### src/rtl/edge_event_pkg.sv
// Shared definitions for the edge event monitor.
//   MODE_*        : per-channel qualifier encodings (2 bits per channel)
//   arm_state_e   : state encoding of the shared arm FSM
//   ARM_CNT_W     : width of the arm counter (covers SYNC_STAGES up to 3)
//   mode_qualifies: selects the transition that counts as an event for a mode
package edge_event_pkg;

    localparam logic [1:0] MODE_OFF  = 2'b00;
    localparam logic [1:0] MODE_RISE = 2'b01;
    localparam logic [1:0] MODE_FALL = 2'b10;
    localparam logic [1:0] MODE_ANY  = 2'b11;

    localparam int unsigned ARM_CNT_W = 2;

    typedef enum logic [0:0] {
        StPrime = 1'b0,
        StRun   = 1'b1
    } arm_state_e;

    function automatic logic mode_qualifies(input logic [1:0] mode,
                                            input logic       rise,
                                            input logic       fall);
        logic q;
        q = 1'b0;
        case (mode)
            MODE_RISE: q = rise;
            MODE_FALL: q = fall;
            MODE_ANY:  q = rise | fall;
            default:   q = 1'b0;
        endcase
        return q;
    endfunction

endpackage

### src/rtl/event_channel.sv
// One monitored channel: synchroniser, previous-value flop, edge qualification,
// sticky pending/overflow flags and a saturating event counter.
//   clk, rst  : clock and synchronous active-high reset
//   sig_in    : asynchronous (or already synchronous when SYNC_STAGES = 0) input
//   mode      : qualifier, see MODE_* in edge_event_pkg
//   ack       : clears pending and overflow (an event in the same cycle wins)
//   cnt_clr   : clears the counter (an event in the same cycle leaves it at 1)
//   arm       : high once the shared arm FSM has left its priming phase
//   evt_pulse : one-cycle registered pulse per qualified event
//   pending   : sticky event flag
//   overflow  : sticky flag, event seen while pending was still set
//   evt_cnt   : saturating event count
module event_channel
    import edge_event_pkg::*;
#(
    parameter int unsigned CNT_W       = 8,
    parameter int unsigned SYNC_STAGES = 2
) (
    input  logic             clk,
    input  logic             rst,
    input  logic             sig_in,
    input  logic [1:0]       mode,
    input  logic             ack,
    input  logic             cnt_clr,
    input  logic             arm,
    output logic             evt_pulse,
    output logic             pending,
    output logic             overflow,
    output logic [CNT_W-1:0] evt_cnt
);

    localparam logic [CNT_W-1:0] CNT_MAX = '1;
    localparam logic [CNT_W-1:0] CNT_ONE = {{(CNT_W-1){1'b0}}, 1'b1};

    logic cur;

    generate
        if (SYNC_STAGES == 0) begin : g_nosync
            assign cur = sig_in;
        end else begin : g_sync
            logic [SYNC_STAGES-1:0] sync_q;

            always_ff @(posedge clk) begin
                if (rst) begin
                    sync_q <= '0;
                end else begin
                    sync_q[0] <= sig_in;
                    for (int i = 1; i < SYNC_STAGES; i++) begin
                        sync_q[i] <= sync_q[i-1];
                    end
                end
            end

            assign cur = sync_q[SYNC_STAGES-1];
        end
    endgenerate

    logic             prev_q;
    logic             pulse_q, pulse_d;
    logic             pending_q, pending_d;
    logic             overflow_q, overflow_d;
    logic [CNT_W-1:0] cnt_q, cnt_d;
    logic             rise, fall, evt;

    assign rise = cur & ~prev_q;
    assign fall = ~cur & prev_q;
    // prev keeps tracking during priming so the first armed cycle compares
    // two settled samples and a static input never looks like an edge.
    assign evt  = arm & mode_qualifies(mode, rise, fall);

    always_comb begin
        pulse_d    = evt;
        pending_d  = pending_q;
        overflow_d = overflow_q;
        cnt_d      = cnt_q;

        if (evt) begin
            pending_d = 1'b1;
        end else if (ack) begin
            pending_d = 1'b0;
        end

        // ack in the same cycle as an event clears overflow rather than setting it
        if (ack) begin
            overflow_d = 1'b0;
        end else if (evt && pending_q) begin
            overflow_d = 1'b1;
        end

        if (cnt_clr) begin
            cnt_d = evt ? CNT_ONE : '0;
        end else if (evt && (cnt_q != CNT_MAX)) begin
            cnt_d = cnt_q + CNT_ONE;
        end
    end

    always_ff @(posedge clk) begin
        if (rst) begin
            prev_q     <= 1'b0;
            pulse_q    <= 1'b0;
            pending_q  <= 1'b0;
            overflow_q <= 1'b0;
            cnt_q      <= '0;
        end else begin
            prev_q     <= cur;
            pulse_q    <= pulse_d;
            pending_q  <= pending_d;
            overflow_q <= overflow_d;
            cnt_q      <= cnt_d;
        end
    end

    assign evt_pulse = pulse_q;
    assign pending   = pending_q;
    assign overflow  = overflow_q;
    assign evt_cnt   = cnt_q;

endmodule

### src/rtl/edge_event_monitor.sv
// Multi-channel change detector with a shared arm FSM and combined interrupt.
//   clk, rst  : clock and synchronous active-high reset
//   sig_in    : CHANNELS monitored inputs
//   mode      : 2 bits per channel, channel i in [2i+1:2i]
//   ack       : per-channel pending/overflow clear
//   cnt_clr   : per-channel counter clear
//   evt_pulse : per-channel one-cycle event pulse
//   pending   : per-channel sticky event flag
//   overflow  : per-channel sticky overflow flag
//   evt_cnt   : per-channel saturating counts, channel i in [CNT_W*(i+1)-1:CNT_W*i]
//   irq       : OR of all pending bits
module edge_event_monitor
    import edge_event_pkg::*;
#(
    parameter int unsigned CHANNELS    = 4,
    parameter int unsigned CNT_W       = 8,
    parameter int unsigned SYNC_STAGES = 2
) (
    input  logic                      clk,
    input  logic                      rst,
    input  logic [CHANNELS-1:0]       sig_in,
    input  logic [2*CHANNELS-1:0]     mode,
    input  logic [CHANNELS-1:0]       ack,
    input  logic [CHANNELS-1:0]       cnt_clr,
    output logic [CHANNELS-1:0]       evt_pulse,
    output logic [CHANNELS-1:0]       pending,
    output logic [CHANNELS-1:0]       overflow,
    output logic [CHANNELS*CNT_W-1:0] evt_cnt,
    output logic                      irq
);

    // Priming lasts SYNC_STAGES+1 edges: enough to flush the synchroniser and
    // load prev from a valid sample before any event may qualify.
    localparam logic [ARM_CNT_W-1:0] ARM_LAST = ARM_CNT_W'(SYNC_STAGES);

    arm_state_e           state_q, state_d;
    logic [ARM_CNT_W-1:0] arm_cnt_q, arm_cnt_d;
    logic                 arm;

    always_comb begin
        state_d   = state_q;
        arm_cnt_d = arm_cnt_q;
        case (state_q)
            StPrime: begin
                if (arm_cnt_q == ARM_LAST) begin
                    state_d = StRun;
                end else begin
                    arm_cnt_d = arm_cnt_q + 1'b1;
                end
            end
            StRun:   state_d = StRun;
            default: state_d = StPrime;
        endcase
    end

    always_ff @(posedge clk) begin
        if (rst) begin
            state_q   <= StPrime;
            arm_cnt_q <= '0;
        end else begin
            state_q   <= state_d;
            arm_cnt_q <= arm_cnt_d;
        end
    end

    assign arm = (state_q == StRun);

    for (genvar i = 0; i < CHANNELS; i++) begin : g_chan
        event_channel #(
            .CNT_W       (CNT_W),
            .SYNC_STAGES (SYNC_STAGES)
        ) u_chan (
            .clk       (clk),
            .rst       (rst),
            .sig_in    (sig_in[i]),
            .mode      (mode[2*i+1:2*i]),
            .ack       (ack[i]),
            .cnt_clr   (cnt_clr[i]),
            .arm       (arm),
            .evt_pulse (evt_pulse[i]),
            .pending   (pending[i]),
            .overflow  (overflow[i]),
            .evt_cnt   (evt_cnt[CNT_W*(i+1)-1:CNT_W*i])
        );
    end

    assign irq = |pending;

endmodule

### config.mk
export PLATFORM = sky130hd
export DESIGN_NAME = edge_event_monitor
export DESIGN_NICKNAME = d
export VERILOG_FILES = /design/src/rtl/edge_event_pkg.sv /design/src/rtl/event_channel.sv /design/src/rtl/edge_event_monitor.sv
export SDC_FILE = /design/constraint.sdc
export NUM_CORES = 1
export LEC_CHECK = 0
export BUFFER_PORTS_ARGS = -buffer_cell sky130_fd_sc_hd__buf_2
export CORE_UTILIZATION = 50
export CTS_BUF_LIST = sky130_fd_sc_hd__clkbuf_2
export CTS_CLUSTER_SIZE = 20
export DETAILED_ROUTE_END_ITERATION = 12
export PLACE_DENSITY = 0.87
export SLEW_MARGIN = 15
export SYNTH_ARGS = -nofsm -noshare
export SYNTH_HDL_FRONTEND = slang
export SYNTH_HIERARCHICAL = 1
export SYNTH_SLANG_ARGS = --single-unit
### constraint.sdc
create_clock -name clk -period 1.7 [get_ports clk]
set_input_delay 0.085 -clock clk [delete_from_list [all_inputs] [get_ports clk]]
set_output_delay 0.085 -clock clk [all_outputs]
set_load 0.03 [all_outputs]
[After elaboration in Yosys (flattened, before gate mapping)]
Cells that the tools add are included.
Word-level totals
  flip-flop bits (word level): 59
  bits of input ports: 22
  output and inout port bits: 45
Operators by class
  $add $sub $neg: 5
  equal/unequal tests: 17
  multiplexer cells: 26
  bitwise logic cells: 26
  reduce and logical (&&, ||, !) cells: 22
Operators by type and width (number)
  two-way mux 8 bit: 8
  adder 8 x 1 -> 8 bit, second input constant: 4
  inequality test 8 bit, second input constant: 4
  == test 2 bit, second input constant: 9
  nonzero test 2 bit: 8
  two-way mux 1 bit: 13
  AND 1 bit: 12
  case mux 1 bit (3 select lines): 4
  inverter 1 bit: 10
  == test 2 x 1 -> 1 bit, second input constant: 4
  logical AND 1 bit: 8
  OR reduction 2 bit: 4
  bitwise OR 1 bit: 4
  OR reduction 4 bit: 1
  adder 2 x 1 -> 2 bit, second input constant: 1
  case mux 1 bit (2 select lines): 1
  AND reduction 2 bit: 1

[Logic depth before layout (Yosys ltp)]
Gate-level depths: netlist of run 1.
  depth after elaboration: 8
  depth in mapped cells: 7
  gate-level depth less buffers: 6

[By module]
The synthesis of run 1 kept the hierarchy.
Modules (own cells, without submodules)
  event_channel: instances 4, cells an instance 73, area an instance 648.1 µm², sequential area each 280.3 µm²
  edge_event_monitor: instances 1, cells an instance 14, area an instance 123.9 µm², sequential area each 60.1 µm²

[Least setup slack after synthesis of run 1]
Ideal clock, no wire load.
  path type: flip-flop to flip-flop
  from: reg g_chan[0].u_chan.g_sync.sync_q[1]
  to: reg g_chan[0].u_chan.cnt_q[7]
  library setup time: 0.070 ns
  data arrival time: 1.781 ns
  slack: -0.150 ns
  stages on the path, launching flop included: 7
  buffers on the path: 0
  clock period less this slack: 1.850 ns
  path through: dfxtp_1 inv_1 ha_1 nand2b_1 a311o_1 or4_1 a21oi_1
On the way
  longest elaborated chain between the ends: 7
  elaborated cells on any way between the ends: 8
  those cells by class: mux: 1; bitwise: 5; reduce/logical: 2
RTL lines
  start: declaration: line event_channel.sv:41  | logic [SYNC_STAGES-1:0] sync_q;
  start signal: indexed assignment: line event_channel.sv:49  | sync_q[i] <= sync_q[i-1];
  inverter 1 bit: line event_channel.sv:66  | assign fall = ~cur & prev_q;
  AND 1 bit: line event_channel.sv:66
  bitwise OR 1 bit: line edge_event_pkg.sv:28  | MODE_ANY: q = rise | fall;
  case mux 1 bit (3 select lines) *: line edge_event_pkg.sv:25  | case (mode)
  AND 1 bit *: line event_channel.sv:69  | assign evt = arm & mode_qualifies(mode, rise, fall);
  logical AND 1 bit *: line event_channel.sv:92  | end else if (evt && (cnt_q != CNT_MAX)) begin
  nonzero test 2 bit (no line) *
  end signal: assignment: line event_channel.sv:109  | cnt_q <= cnt_d;
  end: declaration: line event_channel.sv:62  | logic [CNT_W-1:0] cnt_q, cnt_d;
Every way passes the cells marked *; elsewhere a longest branch is shown, timed or not.
A chain may end at the register's enable or synchronous reset.

[Final worst setup path of run 1]
Same ends and word-level chain as after synthesis.

==> metrics.md, run 1 <==
| Metric | Value |
|---|---|
| Outcome | finished, violations left |
| Violated checks | setup timing |
| R2R setup slack | -110 ps |
| R2R depth | 6 |
| Clock sink count | 59 |
| Critical Path AT | 2220 ps |
| First-pass GRT wire length | 10400 µm |
| Setup WS post-layout | -111 ps |
| Yosys top cell by area | dfxtp_1 |
| Max cap viols | 0 |
| #FFs+latches synth | 59 |
| Max-slew headroom | 0.655 |
| Yosys warns | 6 |
| EDFF count, synth | 0 |
| Number of instances in the placed design | 440 |
| # IOs | 67 |
| Num CTS Buffers | 9 |
| CTS tree | built |
| Initial Util | 0.525 |
| Met1 usage | 0.254 |
| Worst Setup EP | g_chan[0].u_chan/evt_cnt[7] |
| Critical path origin | g_chan[0].u_chan/g_sync.sync_q[1] |
| Area of the die | 0.00573 mm² |
| Synth-to-Final Area Change | 42.6% |
| Worst Hold Class | input port to flop |
| Fin crit share | 1.07 |
| Detailed Route WL | between 7000 and 8000 µm |
| CTS Root Cell | clkbuf_2 |
| Critical path peak fanout | 6 |
| Crit start category | flop |
| Top-count cell post-synth | dfxtp_1 |
| Maximum clock path buffer count | 2 |
| Average wire per standard cell | 14.8 µm |
| Half-perimeter wire length after placement | 4220 µm |
| Filler cells | roughly 360 |
| Synth top cells by count | 59 x dfxtp_1, 34 x a21oi_1, 26 x o21ai_0, 18 x nor2_1, 18 x or3_1 |
| Core box area | 0.00517 mm² |
| Row count | 26 |
| Final min period | 1810 ps |
| Main area contributors after synthesis | dfxtp_1 43%, a21oi_1 6.3%, ha_1 6.0% |
| Synth top area share | 0.435 |
| Final Skew | 24.8 ps |
| Power share of the sequential group | 0.558 |
| CP endpoint kind | flop |
| Max Clock Freq | 0.552 GHz |
| Sw Share | 0.299 |
| Largest net degree at the start of global routing | 32 |
| Setup-failing EPs final | 16 |
| Clock power frac | 0.248 |
| Post-DP Area | 0.00325 mm² |
| Final net count | 450 |
| Power Dens Cells | around 690 mW/mm² |
| Peak VDD IR | 641 µV |
| GRT overflow | 0 |
| Layout cells sized above 1 | 0.426 |
| DRC Markers | 0 |
| Mapped cell area | roughly 0.0027 mm² |
| Vias in the first global route | 2472 |
| Non-Filler Instances | 490 |
| Vias per cell | 5.86 |
| Setup CP Type | flop to flop |
| Area of the multi-input gates | 0.00175 mm² |
| Via count | 2870 |
| Top FF cell, synth | dfxtp_1 |
| Worst hold path depth | 2 |
| Skew-Pair Late Insertion Delay | 460 ps |
| Combinational power share | 0.194 |
| Hold slack | between 60 and 70 ps |
| Synthesized netlist cell count | 306 |
| Synth async-reset ratio | 0 |
| FF+latch area | 0.00119 mm² |
| Mapped Avg Cell Area | between 8 and 9 µm² |
| R2R Path End | g_chan[0].u_chan/evt_cnt[7] |
| Met3 usage | 0.0926 |
| DRT iter0 DRCs | 127 |
| Drt pass-1 iters | 4 |
| Int Pwr | between 1.5 and 2 mW |
| Initial antenna violation count | 0 |
| Endpoints failing hold | 0 |
| Max Slew Vio Count | 0 |
| Post-route design area | 0.00387 mm² |
| Gr busiest metal | met2 |
| LEAKAGE | 1.53 nW |
| Register area share after synthesis | 0.435 |
| Worst r2r src | g_chan[0].u_chan/g_sync.sync_q[1] |
| Worst-path clk slew | ~160 ps |
| H-tree depth | 3 |
| Hold path start | rst |
| Met2 usage | 0.440 |
| Die width | 75.7 µm |
| IO buf count | 66 |
| Unrepaired setup endpoints after global routing | true |
| Die Y-Extent | between 70 and 80 µm |
| CP required | 2110 ps |
| Syn Nets | 341 |
| Actual slew at the worst max-slew pin | 513 ps |
| N_diodes | 0 |
| Antenna viol nets, final | 0 |
| Switch Pwr | ~800 µW |
| Routability cong. | 0.777 |
| Tot GR Track Use | 0.240 |
| Post-synthesis cell type count | 28 |
==> per-layer routing <==
layer,vias up,wire [µm],share of wire
met2,101,3710,0.51
met5,-,0,0
met4,0,215,0.030
li1,1377,-,-
met1,1368,2940,0.40
met3,24,405,0.056
==> area by class of cell <==
type,instances,area share
Clock buffer,11,0.0142
Clock inverter,5,0.00517
Inverter,17,0.0165
Multi-Input combinational cell,221,0.451
Sequential cell,59,0.308
Tap cell,70,0.0226
Timing Repair Buffer,107,0.182
==> stage by stage <==
stage	power, mW	util	worst slack, ps	TNS, ps
floorplan	1.77	-	39.6	0
global placement	1.88	0.628	-68.3	-281
detailed placement	1.90	0.628	-135	-1130
CTS	2.63	0.694	-121	-986
global route	2.81	0.749	-182	-2620
finish	2.67	0.749	-111	-869
==> worst min-delay path by stage <==
stage                     slack [ps]                          to
after floorplan                  150                arm_cnt_q[0]
after global placement           260   g_chan[2].u_chan/overflow
after detailed placement         270   g_chan[1].u_chan/overflow
after CTS                         40   g_chan[0].u_chan/overflow
after global routing              30  g_chan[3].u_chan/evt_pulse
final                             60  g_chan[3].u_chan/evt_pulse
==> placed cells by master (no fill, tap or decap), types with 6 or more instances in the layout <==
cell,instances
buf_6,9
ha_1,6
inv_1,13
buf_4,20
dfxtp_2,8
nand2_1,8
nor2_1,18
o21ai_0,19
ha_4,6
nand2b_4,8
clkbuf_2,11
buf_2,65
o31ai_1,11
dlygate4sd3_1,13
a21oi_2,11
or3_4,7
or3_1,11
nand4_1,12
and3_1,8
dfxtp_1,50
nor2b_1,8
a21oi_1,23
==> kinds of logic after synthesis <==
family | Yosys count | synth area share
compound gates | 100 | 0.236
buf+inv | 29 | 0.0401
flops | 59 | 0.435
simple gates | 105 | 0.229
fa+ha+maj | 13 | 0.0599
==> state kept, by name, summed over array words and instances, names as in the netlist <==
register / flops
g_chan.u_chan/evt_cnt: 32
g_chan.u_chan/g_sync.sync_q: 8
g_chan.u_chan/evt_pulse: 4
g_chan.u_chan/overflow: 4
g_chan.u_chan/pending: 4
g_chan.u_chan/prev_q: 4
arm_cnt_q: 2
arm: 1
==> power groups by stage <==
stage               Sequential, mW  Combinational, mW  Clock (mW)
floorplan                     1.54              0.225           0
global placement              1.52              0.364           0
detailed placement            1.52              0.379           0
CTS                           1.49              0.454       0.689
global route                  1.50              0.563       0.752
finish                        1.49              0.516       0.661
==> what timing repair did <==
item	4_1_cts	5_1_grt
hold buffers	13	0
pin swaps	16	24
buffers inserted	10	8
gates resized for setup	19	53
endpoints found under the hold margin	44	0
setup endpoints to repair	32	32
gates cloned	3	0
==> worst max-delay path: stages (launching register included) <==
cell	delay [ps]
dfxtp_2	370
inv_2	50
ha_4	200
nand2b_4	150
a311o_2	380
or4_1	490
a21oi_1	130
Note: power is estimated with default switching activity, not from simulation.
==> run 2: changes to the inputs <==
- CORE_UTILIZATION: 50 -> 59
- PLACE_DENSITY: 0.87 -> 0.95
- clock period: 1.7 -> 2.3 ns (I/O delays scaled with it)
==> metrics.md, run 2 (synthesized netlist as in run 1, its figures left out) <==
| Metric | Value |
|---|---|
| Outcome | finished clean |
| Setup-failing EPs final | 0 (-16) |
| Final min period | 2130 ps (+321 ps) |
| CP required | 2710 ps (+600 ps) |
| Max-slew headroom | 0.532 (-0.123) |
| Critical path peak fanout | 18 (+12) |
| Setup TNS | 0 ps (+869 ps) |
| H-tree depth | 3 (unchanged) |
| Area of the multi-input gates | 0.00143 mm² (-18%) |
| Leading cell types in the layout, fill and taps excluded | 66 x buf_2, 59 x dfxtp_1, 34 x a21oi_1, 26 x o21ai_0 |
| Synth-to-Final Area Change | 20.9% |
| Max cap viols | 0 (unchanged) |
| Initial Util | 0.620 (+0.0944) |
| Setup CP Type | flop to flop |
| Setup WS post-layout | 168 ps (+279 ps) |
| Final Skew | 13.9 ps (-10.9 ps) |
| Maximum clock path buffer count | 2 (unchanged) |
| Max Slew Vio Count | 0 (unchanged) |
| DRT iter0 DRCs | 156 (+23%) |
| Critical path origin | g_chan[0].u_chan/g_sync.sync_q[1] |
| Average wire per standard cell | 13.1 µm (-12%) |
| LEAKAGE | 1.32 nW (-14%) |
| Half-perimeter wire length after placement | 3950 µm (-6.5%) |
| Vias in the first global route | 2331 (-5.7%) |
| Max reg flops | 32 (unchanged) |
| IO buf count | 66 (unchanged) |
| Area of the die | 0.00488 mm² (-15%) |
| N_diodes | 0 (unchanged) |
| Tot GR Track Use | 0.244 (+0.00380) |
| Endpoints failing hold | 0 (unchanged) |
| FF+latch area | 0.00118 mm² (-1.2%) |
| Detailed Route WL | 5790 µm (-20%) |
| Worst Hold Class | input port to flop |
| Final net count | 421 (-6.4%) |
| Worst-path clk slew | 160 ps (about the same) |
| Fin crit share | 0.927 (-0.138) |
| Die Y-Extent | 69.9 µm (-7.7%) |
| Skew-Pair Late Insertion Delay | 460 ps (about the same) |
| Core box area | 0.00438 mm² (-15%) |
| Crit start category | flop |
| CTS Root Cell | clkbuf_2 |
| Max Clock Freq | 0.469 GHz (-15%) |
| Layout cells sized above 1 | 0.238 (-0.188) |
| Power Dens Cells | 566 mW/mm² (-18%) |
| # IOs | 67 (unchanged) |
| Actual slew at the worst max-slew pin | 703 ps (+190 ps) |
| Hold path start | mode[2] |
| Row count | 24 (-7.7%) |
| Antenna viol nets, final | 0 (unchanged) |
| Unrepaired setup endpoints after global routing | false |
| Post-cts resize count | 0 (-19) |
| GRT overflow | 0 (unchanged) |
| Hold slack | 57.8 ps (-2.83 ps) |
| Clock sink count | 59 (unchanged) |
| Filler cells | 326 (-9.2%) |
| Commonest non-fill, non-tap cell in the layout | buf_2 |
| Initial antenna violation count | 0 (unchanged) |
| Worst r2r src | g_chan[0].u_chan/g_sync.sync_q[1] |
| Routability cong. | 0.903 (+16%) |
| Die width | 69.9 µm (-7.7%) |
| Largest net degree at the start of global routing | 44 (+38%) |
| First-pass GRT wire length | 9650 µm (-7.0%) |
| Via count | 2557 (-11%) |
| CTS tree | built |
| Peak VDD IR | 438 µV (-32%) |
| Critical Path AT | 2540 ps (+320 ps) |
| CP endpoint kind | flop |
| Num CTS Buffers | 9 (unchanged) |
| Worst slack, placed | 183 ps (+318 ps) |
| Vias per cell | 5.77 (-1.5%) |
| DRC Markers | 0 (unchanged) |
| Drt pass-1 iters | 5 (+1) |
run 2: critical path, stage by stage, from the launching register on:
cell	delay (ps)
dfxtp_1	360
inv_1	60
ha_1	280
nand2b_1	150
a311o_1	510
or4_1	570
a21oi_1	160
run 2: path summary, 6_finish.rpt:
| kind | to | slack, ps | cells past startpoint |
|---|---|---|---|
| worst min register to register | g_chan[1].u_chan/g_sync.sync_q[1] | 460 | 1 |
| worst max register to register | g_chan[0].u_chan/evt_cnt[7] | 170 | 6 |
| worst min-delay path | g_chan[1].u_chan/overflow | 60 | 4 |
| worst max-delay path | g_chan[0].u_chan/evt_cnt[7] | 170 | 6 |
run 2: cell type report:
class,instances,area share
clock inverters,5,0.00610
repair buffers,81,0.144
inverters,17,0.0194
clock buffers,11,0.0168
well taps,52,0.0198
multi-input cells,218,0.434
flip-flops and latches,59,0.360
run 2: report_power, final:
group	total [mW]	internal, mW	switching [mW]	leakage [nW]
clock network	0.488	0.136	0.351	0.0559
logic	0.273	0.116	0.157	0.786
registers	1.10	1.06	0.0336	0.478
total	1.86	1.32	0.542	1.32
run 2: repair_timing:
action / CTS / global route
buffers inserted: 0 / 0
setup endpoints to repair: 0 / 0
hold buffers: 12 / 0
endpoints found under the hold margin: 38 / 0
run 2: metal layers:
| layer | wire length (µm) | GRT usage | vias to the layer above |
|---|---|---|---|
| li1 | - | - | 1302 |
| met1 | 2560 | 0.284 | 1186 |
| met2 | 2910 | 0.422 | 62 |
| met3 | 220 | 0.0491 | 7 |
| met4 | 95 | 0.127 | 0 |
| met5 | 0 | 0 | - |
run 2: through the flow:
step / cell area (µm²) / cells / power [mW] / utilization
floorplan: 2720 / 306 / 1.30 / -
global placement: 3090 / 415 / 1.37 / 0.705
detailed placement: 3090 / 415 / 1.38 / 0.705
CTS: 3280 / 443 / 1.87 / 0.749
global route: 3280 / 443 / 1.95 / 0.749
finish: 3280 / 443 / 1.86 / 0.749
==> run 3: changes to the inputs <==
- CORE_UTILIZATION: 59 -> 60
- SYNTH_HIERARCHICAL: 1 -> unset
==> metrics.md, run 3 <==
| Metric | Value |
|---|---|
| Outcome | finished clean |
| Via count | 2708 (+5.9%) |
| Maximum clock path buffer count | 2 (unchanged) |
| Fin crit share | 0.905 (-0.0219) |
| #FFs+latches synth | 59 (unchanged) |
| N_diodes | 0 (unchanged) |
| GRT overflow | 0 (unchanged) |
| Final Skew | 17.1 ps (+3.20 ps) |
| Row count | 24 (unchanged) |
| Max Clock Freq | 0.480 GHz (+2.4%) |
| Synth async-reset ratio | 0 (unchanged) |
| EDFF count, synth | 0 (unchanged) |
| DRC Markers | 0 (unchanged) |
| Detailed Route WL | 6400 µm (+11%) |
| Power Dens Cells | 557 mW/mm² (-1.6%) |
| Average wire per standard cell | 14.2 µm (+8.8%) |
| Drt pass-1 iters | 6 (+1) |
| Critical Path AT | 2450 ps (-90 ps) |
| Crit path cell chain | inv_1 -> ha_1 -> nand2b_1 -> a311o_1 -> or3_1 -> a221oi_1 |
| Setup TNS | 0 ps (unchanged) |
| H-tree depth | 3 (unchanged) |
| Yosys top cell by area | dfxtp_1 |
| Max cap viols | 0 (unchanged) |
| Die Y-Extent | 70.9 µm (+1.5%) |
| Core box area | 0.00444 mm² (+1.4%) |
| Peak VDD IR | 435 µV (-0.61%) |
| Slowest CP cell | a311o_1 |
| CTS Root Cell | clkbuf_2 |
| # IOs | 67 (unchanged) |
| Vias in the first global route | 2457 (+5.4%) |
| Setup CP Type | flop to flop |
| Critical path origin | g_chan[3].u_chan.prev_q |
| Synth-to-Final Area Change | 17.3% |
| Final net count | 429 (+1.9%) |
| Mapped cell area | 0.00285 mm² (+4.8%) |
| Top-count cell post-synth | dfxtp_1 |
| Clock sink count | 59 (unchanged) |
| Critical path peak fanout | 12 (-6) |
| Leading cell types in the layout, fill and taps excluded | 66 x buf_2, 59 x dfxtp_1, 26 x a21oi_1, 26 x nor2_1, 18 x nand2_1 |
| Area of the die | 0.00502 mm² (+3.0%) |
| Post-synthesis cell type count | 47 (+68%) |
| IO buf count | 66 (unchanged) |
| Antenna viol nets, final | 0 (unchanged) |
| Hold path start | rst |
| Mapped Avg Cell Area | 8.87 µm² (-0.11%) |
| Initial antenna violation count | 0 (unchanged) |
| Worst r2r src | g_chan[3].u_chan.prev_q |
| Buf+Inv Stages, Crit Path | 1 (unchanged) |
| Commonest non-fill, non-tap cell in the layout | buf_2 |
| Main area contributors after synthesis | dfxtp_1 41%, ha_1 5.7%, a21oi_1 4.6% |
| Total Power | 1.86 mW (about the same) |
| CP required | 2670 ps (-40 ps) |
| Vias per cell | 6.02 (+4.3%) |
| Largest net degree at the start of global routing | 25 (-43%) |
| Yosys warns | 0 (-6) |
| Worst Hold Class | input port to flop |
| Tot GR Track Use | 0.268 (+0.0241) |
| Max incr delay on CP | 460 ps (-110 ps) |
| Synthesized netlist cell count | 321 (+4.9%) |
| Synth top area share | 0.415 (-0.0199) |
| Crit start category | flop |
| First-pass GRT wire length | 10700 µm (+10%) |
| Max Slew Vio Count | 0 (unchanged) |
| Final min period | 2080 ps (-50.5 ps) |
| CP endpoint kind | flop |
| Actual slew at the worst max-slew pin | 528 ps (-174 ps) |
| Skew-Pair Late Insertion Delay | 460 ps (about the same) |
| LEAKAGE | 1.34 nW (+1.4%) |
| Routability cong. | 0.892 (-1.2%) |
| Half-perimeter wire length after placement | 4570 µm (+16%) |
| Worst-path clk slew | 160 ps (about the same) |
| Layout cells sized above 1 | 0.231 (-0.00670) |
| Max reg flops | 32 (unchanged) |
| DRT iter0 DRCs | 219 (+40%) |
| Synth top cells by count | 59 x dfxtp_1, 26 x a21oi_1, 26 x nor2_1, 18 x nand2_1, 15 x inv_1 |
| Num CTS Buffers | 9 (unchanged) |
| Endpoints failing hold | 0 (unchanged) |
| Register area share after synthesis | 0.415 (-0.0199) |
| Initial Util | 0.640 (+0.0209) |
| Max-slew headroom | 0.639 (+0.107) |
| Setup-failing EPs final | 0 (unchanged) |
| CTS tree | built |
| Top FF cell, synth | dfxtp_1 |
| Unrepaired setup endpoints after global routing | false |
| Worst path top cell family by delay | compound AO/OA/AOI/OAI gates |
| Die width | 70.9 µm (+1.5%) |
| Setup Fix Bufs, Post-CTS | 0 (unchanged) |
| Syn Nets | 356 (+4.4%) |
-- run 3: cell types whose count changed after synthesis, sizes merged, moves of 7 or more --
cell,previous run,this run
a21oi,34,26
or3,18,7
nand3,4,11
nor2,18,26
buf,4,14
nand2,8,18
nand4,12,5
o21ai,26,10
-- run 3: area by class of cell --
type	count	area, µm²
clock buffers	10	50.0
fillers	321	1100
clock inverters	5	21.3
repair buffers	83	488
multi-input cells	226	1480
inverters	15	56.3
well taps	52	65.1
flip-flops and latches	59	1180
-- run 3: final timing paths --
kind | end | slack [ps] | cells past startpoint
hold reg to reg | g_chan[1].u_chan.g_sync.sync_q[1] | 450 | 1
setup / recovery | g_chan[3].u_chan.evt_cnt[6] | 220 | 6
hold / removal | g_chan[0].u_chan.evt_pulse | 40 | 2
setup reg to reg | g_chan[3].u_chan.evt_cnt[6] | 220 | 6
-- run 3: logic make-up (layout without fill, tap and decap cells) --
logic type,after synthesis,after routing,share of synthesized area
compound gates,84,84,0.204
xor+xnor,1,1,0.00308
fa+ha+maj,13,13,0.0571
buf+inv,36,113,0.0659
flops,59,59,0.415
mux,3,3,0.0105
simple gates,125,125,0.244
-- run 3: report_power, final --
part	leakage [nW]	internal [mW]	switching [mW]
Clock	0.0541	0.127	0.354
Sequential	0.478	1.06	0.0278
Combinational	0.806	0.112	0.175
Total	1.34	1.30	0.557
-- run 3: timing repair --
item / in CTS / in global routing
setup endpoints to repair: 0 / 0
gates resized for setup: 0 / 0
hold endpoints to repair: 27 / 0
hold buffers: 12 / 0
-- run 3: metal layers --
metal  vias to the layer above  wire length (µm)  global-route usage
met4                         0               152               0.162
li1                       1334                 -                   -
met1                      1262              2740               0.320
met3                        18               360              0.0541
met2                        94              3150               0.447
met5                         -                 0                   0
-- run 3: through the flow --
| stage | util | instance area, µm² | setup WS, ps | cells | hold WS, ps |
|---|---|---|---|---|---|
| 6_report | 0.751 | 3340 | 218 | 450 | 44.7 |
| 5_1_grt | 0.751 | 3340 | 125 | 450 | 25.8 |
| 4_1_cts | 0.751 | 3340 | 209 | 450 | 4.65 |
| 3_5_place_dp | 0.708 | 3150 | 229 | 423 | 299 |
| 3_3_place_gp | 0.708 | 3150 | 338 | 423 | 292 |
| 2_1_floorplan | - | 2850 | 383 | 321 | 194 |
